### config.mk
export PLATFORM = sky130hd
export DESIGN_NAME = nested_loop_counter
export DESIGN_NICKNAME = d
export VERILOG_FILES = /design/src/rtl/nested_loop_counter_pkg.sv /design/src/rtl/nested_loop_counter_stage.sv /design/src/rtl/nested_loop_counter.sv
export SDC_FILE = /design/constraint.sdc
export NUM_CORES = 1
export LEC_CHECK = 0
export BUFFER_PORTS_ARGS = -buffer_cell sky130_fd_sc_hd__buf_2
export CAP_MARGIN = 20
export CORE_MARGIN = 8
export CORE_UTILIZATION = 55
export CTS_BUF_LIST = sky130_fd_sc_hd__clkbuf_4
export CTS_CLUSTER_SIZE = 24
export DETAILED_ROUTE_END_ITERATION = 12
export PLACE_DENSITY = 0.78
export SYNTH_ARGS = -nofsm -noshare
export SYNTH_HDL_FRONTEND = slang
export SYNTH_HIERARCHICAL = 1
export SYNTH_SLANG_ARGS = --single-unit
### constraint.sdc
create_clock -name lc_clk -period 4.61 [get_ports lc_clk]
set_input_delay 0.2305 -clock lc_clk [delete_from_list [all_inputs] [get_ports lc_clk]]
set_output_delay 0.2305 -clock lc_clk [all_outputs]
set_load 0.02 [all_outputs]
### src/rtl/nested_loop_counter_pkg.sv
`default_nettype none
// +----------------------------------------------------------------------+
// | lc_pkg : shared types and defaults for nested_loop_counter           |
// | Rev 1.0                                                              |
// +----------------------------------------------------------------------+
package lc_pkg;

  localparam int LC_NUM_LVL   = 3;
  localparam int LC_CNT_WIDTH = 8;

  localparam logic LC_DIR_UP   = 1'b0;
  localparam logic LC_DIR_DOWN = 1'b1;

  typedef enum logic [1:0] {
    IDLE = 2'd0,
    RUN  = 2'd1,
    DONE = 2'd2
  } lc_state_e;

endpackage
`default_nettype wire

### src/rtl/nested_loop_counter_stage.sv
`default_nettype none
// +----------------------------------------------------------------------+
// | loop_cnt_stage : one level of the nested loop counter                |
// | Rev 1.0                                                              |
// +----------------------------------------------------------------------+
module loop_cnt_stage
  import lc_pkg::*;
#(
  parameter int CNT_WIDTH = LC_CNT_WIDTH
) (
  input  logic                 clk,
  input  logic                 rst,
  input  logic                 i_load,
  input  logic                 i_clear,
  input  logic                 i_carry,
  input  logic                 i_dir,
  input  logic [CNT_WIDTH-1:0] i_bound,
  output logic [CNT_WIDTH-1:0] o_cnt,
  output logic                 o_terminal,
  output logic                 o_carry,
  output logic                 o_wrap
);

  localparam logic [CNT_WIDTH-1:0] c_one = CNT_WIDTH'(1);

  logic [CNT_WIDTH-1:0] r_bound;
  logic                 r_dir;
  logic [CNT_WIDTH-1:0] r_cnt;
  logic                 r_wrap;
  logic [CNT_WIDTH-1:0] w_start;
  logic [CNT_WIDTH-1:0] w_step;
  logic                 w_terminal;

  assign w_start    = (r_dir == LC_DIR_UP) ? '0 : r_bound;
  assign w_terminal = (r_dir == LC_DIR_DOWN) ? (r_cnt == '0) : (r_cnt == r_bound);
  assign w_step     = (r_dir == LC_DIR_DOWN) ? (r_cnt - c_one) : (r_cnt + c_one);

  always_ff @(posedge clk) begin
    if (rst) begin
      r_bound <= '0;
      r_dir   <= LC_DIR_UP;
      r_cnt   <= '0;
      r_wrap  <= 1'b0;
    end else if (i_clear) begin
      r_cnt  <= '0;
      r_wrap <= 1'b0;
    end else if (i_load) begin
      r_bound <= i_bound;
      r_dir   <= i_dir;
      r_cnt   <= (i_dir == LC_DIR_DOWN) ? i_bound : '0;
      r_wrap  <= 1'b0;
    end else begin
      // A terminal level never steps past its bound; it reloads instead.
      r_wrap <= i_carry & w_terminal;
      if (i_carry) begin
        r_cnt <= w_terminal ? w_start : w_step;
      end
    end
  end

  assign o_cnt      = r_cnt;
  assign o_terminal = w_terminal;
  assign o_carry    = i_carry & w_terminal;
  assign o_wrap     = r_wrap;

endmodule
`default_nettype wire

### src/rtl/nested_loop_counter.sv
`default_nettype none
// +----------------------------------------------------------------------+
// | nested_loop_counter : chained loop counters with wrap/done reporting |
// | Rev 1.0                                                              |
// +----------------------------------------------------------------------+
module nested_loop_counter
  import lc_pkg::*;
#(
  parameter int NUM_LVL   = LC_NUM_LVL,
  parameter int CNT_WIDTH = LC_CNT_WIDTH
) (
  input  logic                         lc_clk,
  input  logic                         lc_rst,
  input  logic                         lc_start,
  input  logic                         lc_abort,
  input  logic                         lc_en,
  input  logic                         lc_dir,
  input  logic [NUM_LVL*CNT_WIDTH-1:0] lc_upto,
  output logic [NUM_LVL*CNT_WIDTH-1:0] lc_cnt_out,
  output logic [NUM_LVL-1:0]           lc_last,
  output logic [NUM_LVL-1:0]           lc_wrap,
  output logic                         lc_busy,
  output logic                         lc_done
);

  lc_state_e r_state;
  logic      r_done;

  logic w_run;
  logic w_accept;
  logic w_abort;
  logic w_clear;
  logic w_adv;
  logic w_final;

  logic [NUM_LVL-1:0] w_carry_in;
  logic [NUM_LVL-1:0] w_carry_out;
  logic [NUM_LVL-1:0] w_term;
  logic [NUM_LVL-1:0] w_last;
  logic [NUM_LVL-1:0] w_wrap;

  assign w_run    = (r_state == RUN);
  assign w_accept = (r_state == IDLE) & lc_start & ~lc_abort;
  assign w_abort  = lc_abort & (r_state != IDLE);
  // Counters are zeroed on abort and on the way out of DONE so IDLE reads 0.
  assign w_clear  = w_abort | (r_state == DONE);
  assign w_adv    = w_run & lc_en & ~lc_abort;
  assign w_final  = w_carry_out[NUM_LVL-1];

  for (genvar i = 0; i < NUM_LVL; i++) begin : g_lvl
    if (i == 0) begin : g_first
      assign w_carry_in[i] = w_adv;
      assign w_last[i]     = w_term[i];
    end else begin : g_chain
      assign w_carry_in[i] = w_carry_out[i-1];
      assign w_last[i]     = w_last[i-1] & w_term[i];
    end

    loop_cnt_stage #(
      .CNT_WIDTH (CNT_WIDTH)
    ) u_stage (
      .clk        (lc_clk),
      .rst        (lc_rst),
      .i_load     (w_accept),
      .i_clear    (w_clear),
      .i_carry    (w_carry_in[i]),
      .i_dir      (lc_dir),
      .i_bound    (lc_upto[i*CNT_WIDTH +: CNT_WIDTH]),
      .o_cnt      (lc_cnt_out[i*CNT_WIDTH +: CNT_WIDTH]),
      .o_terminal (w_term[i]),
      .o_carry    (w_carry_out[i]),
      .o_wrap     (w_wrap[i])
    );
  end

  always_ff @(posedge lc_clk) begin
    if (lc_rst) begin
      r_state <= IDLE;
      r_done  <= 1'b0;
    end else begin
      r_done <= w_final;
      case (r_state)
        IDLE:    if (w_accept) r_state <= RUN;
        RUN: begin
          if (lc_abort)     r_state <= IDLE;
          else if (w_final) r_state <= DONE;
        end
        DONE:    r_state <= IDLE;
        default: r_state <= IDLE;
      endcase
    end
  end

  assign lc_last = w_run ? w_last : '0;
  assign lc_wrap = w_wrap;
  assign lc_busy = w_run;
  assign lc_done = r_done;

endmodule
`default_nettype wire

==> out/results.ini <==
[min_path]
whs_endpoint=g_lvl[1].u_stage/r_bound[1]$_SDFFE_PP0P_
hold_class=in2reg
worst_hold_startpoint=lc_upto[9]
worst_hold_path.num_cells=3

[floorplan]
starting_density_of_the_core=0.5702
fp-row-count=30
die_x_extent_microns=99.93
design.die.area_sq_um=9985
i_o_pin_total=62
chipHeight_microns=99.93
core_sq_um=6794

[global_route]
antenna_found_initial=0
grtUsageTotal=0.2178
first_global_vias=3770
global_route_wire_length_before_repair_mm=18.02
maximum_number_of_pins_on_one_net_before_global_route_repair=34
total_congestion_overflow=0

[yosys]
synth_area_per_cell_sq_um=8.004
ys_ff_latch=57
synthCells=484
synth_warnings=6
number_of_synthesized_flops_with_an_enable_pin=0
yosys_cell_types=53
post-synth-top-area-cell=dfxtp_1
yosys.area.top_type_share=0.2946
synth_area_sq_um=3874
ys_seq_area_frac=0.2946
ys_async_sr_fraction=0
synth.area.top_cells=dfxtp_1, nand2_1, a21oi_1
ys.flop_type=dfxtp_1
postSynthNetCount=535

[detailed_routing]
first_pass_iters=5
postRouteWirelength_mm=10.80
route.vias.total=3927
drt.antenna.violating_nets=0
routed_wirelength_normalized_by_instance_count_microns=16.79
remaining_drc_errors=0
drtIter0Drc=248
avgViaCountPerCell=6.107

[job]
maxCapViolations=0

[worst_setup_path]
startpoint_type=flip-flop
cp.arrival_ns=3.16
ff2ff_setup_slack_ns=1.75
r2r_start=g_lvl[0].u_stage/o_cnt[0]$_SDFFE_PP0P_
crit_fanout=11
crit_type=reg2reg
worst-r2r-cell-count=10
critPathCaptureType=flip-flop
r2r-end=g_lvl[2].u_stage/o_cnt[7]$_SDFFE_PP0P_
critPathRequiredTime_ns=4.91

[cts]
root_buffer=clkbuf_4
cts.repair.resized=0
clk_pin_slew_worst_paths_ns=0.10
cts-root-to-sink-buffers=2
postCtsHoldBufs=0
cts_post_setup_buffers_inserted=0
clock_tree_from_tritoncts=done
worstSkewPairLatency_ns=0.38
cts_buffers=9
cts-htree-levels=3
tritoncts_num_sinks=57

[placed_design]
place_area_sq_um=4268
port_buffers=61
detailedPlacementHpwl_mm=8.234
place_congestion=0.9392
placed_cells=629

[timing]
fin_tns_setup_ns=0
setup_viol=0
finClkSkew_ns=0.01276
worstMarginPinSlew_ns=0.9375
slew_headroom=0.3721
timing_max_transition_violations_final=0
hold_violations=0
fin_crit_ns=2.858
unrepaired_setup_endpoints_after_global_routing=false
layout_worst_path_cycle_share=0.6200
clock.fmax_mhz=349.9

[layout]
antennaDiodeCount=0
filler_cell_count=622
fin_cells=643
mostFrequentLayoutCells=nand2_1, buf_2, dfxtp_1
area.sequential_sq_um=1141
final_net_count=595
area_growth_pct=12.69
layout.cells.most_common=nand2_1
final_layout_size_suffix_gt1_frac=0.1920
fin_area_sq_um=4365
multi_input_logic_area_sq_um=2619

[status]
status=finished clean

[power]
power_density_over_the_cells_nw_per_um2=270.5
static-leakage-power_nw=1.810
post-layout-total-power_mw=1.181
vdd_drop_max_mv=0.2386

## Yosys cell counts (6+ instances only)
library cell	number
a21oi_1	56
a221oi_1	21
clkbuf_1	14
dfxtp_1	57
ha_1	18
inv_1	18
nand2_1	80
nand3_1	6
nor2_1	19
nor2b_1	13
o21ai_0	31
or3_1	7
xnor2_1	20
xor2_1	13
## how the worst max path moves through the flow
stage                                           start                                  endpoint  slack [ns]
3_3_place_gp      g_lvl[0].u_stage/r_dir$_SDFFE_PP0P_    g_lvl[2].u_stage/o_cnt[7]$_SDFFE_PP0P_        1.89
5_1_grt        g_lvl[0].u_stage/o_cnt[0]$_SDFFE_PP0P_    g_lvl[2].u_stage/o_cnt[7]$_SDFFE_PP0P_        1.60
2_1_floorplan                 r_state[0]$_SDFFE_PP0P_  g_lvl[2].u_stage/r_bound[0]$_SDFFE_PP0P_        1.63
4_1_cts        g_lvl[0].u_stage/o_cnt[0]$_SDFFE_PP0P_    g_lvl[2].u_stage/o_cnt[7]$_SDFFE_PP0P_        1.79
6_report       g_lvl[0].u_stage/o_cnt[0]$_SDFFE_PP0P_    g_lvl[2].u_stage/o_cnt[7]$_SDFFE_PP0P_        1.75
3_5_place_dp   g_lvl[0].u_stage/o_cnt[0]$_SDFFE_PP0P_    g_lvl[2].u_stage/o_cnt[7]$_SDFFE_PP0P_        1.81
## through the flow
stage               hold slack, ns    util  worst slack, ns
CTS                        0.06759  0.6425            1.793
finish                     0.08883  0.6425            1.752
global placement            0.4711  0.6282            1.888
floorplan                   0.3098       -            1.629
global route               0.07758  0.6425            1.605
detailed placement          0.4812  0.6282            1.811
## area by class of cell
cell class / count / share of cell area
inverters: 18 / 0.01548
flip-flops and latches: 57 / 0.2614
repair buffers: 63 / 0.07337
clock buffers: 10 / 0.01720
multi-input cells: 395 / 0.5999
well taps: 96 / 0.02751
clock inverters: 4 / 0.005159
## worst max-delay path, stage by stage, from the launching register on
cell	delay, ns
dfxtp_1	0.38
or4_1	0.57
or4_4	0.55
o31ai_4	0.16
and2_4	0.29
and2_4	0.20
or2_2	0.16
o21ai_0	0.08
a21oi_1	0.14
o41ai_1	0.09
a41oi_1	0.16
## logic make-up after synthesis
logic type,Yosys count,share of synthesized area
DFF,57,0.2946
xor gates and xnor gates,33,0.07461
buffers and inverters,32,0.03101
and+or+nand+nor,179,0.2406
muxes,4,0.01098
AOI/OAI and AO/OA,158,0.2745
adders and majority gates,21,0.07365
## report_power, final
group          total, mW  switching [mW]  leakage (nW)  internal, mW
logic              0.336           0.203          1.29         0.133
clock network      0.285           0.176        0.0579         0.108
registers          0.560          0.0408         0.466         0.519
## flip-flops by register name (all words and copies together), names as in the netlist
register and cells:
g_lvl.u_stage/o_wrap 3, lc_done 1, g_lvl.u_stage/r_dir 3, g_lvl.u_stage/o_cnt 24, r_state 2, g_lvl.u_stage/r_bound 24
## metal layers
metal | wire [microns] | GRT usage
met5 | 0 | 0
met4 | 175 | 0.07567
met3 | 677 | 0.03599
met2 | 5206 | 0.3699
met1 | 4735 | 0.2707
Power figures use the tool's default switching activity.
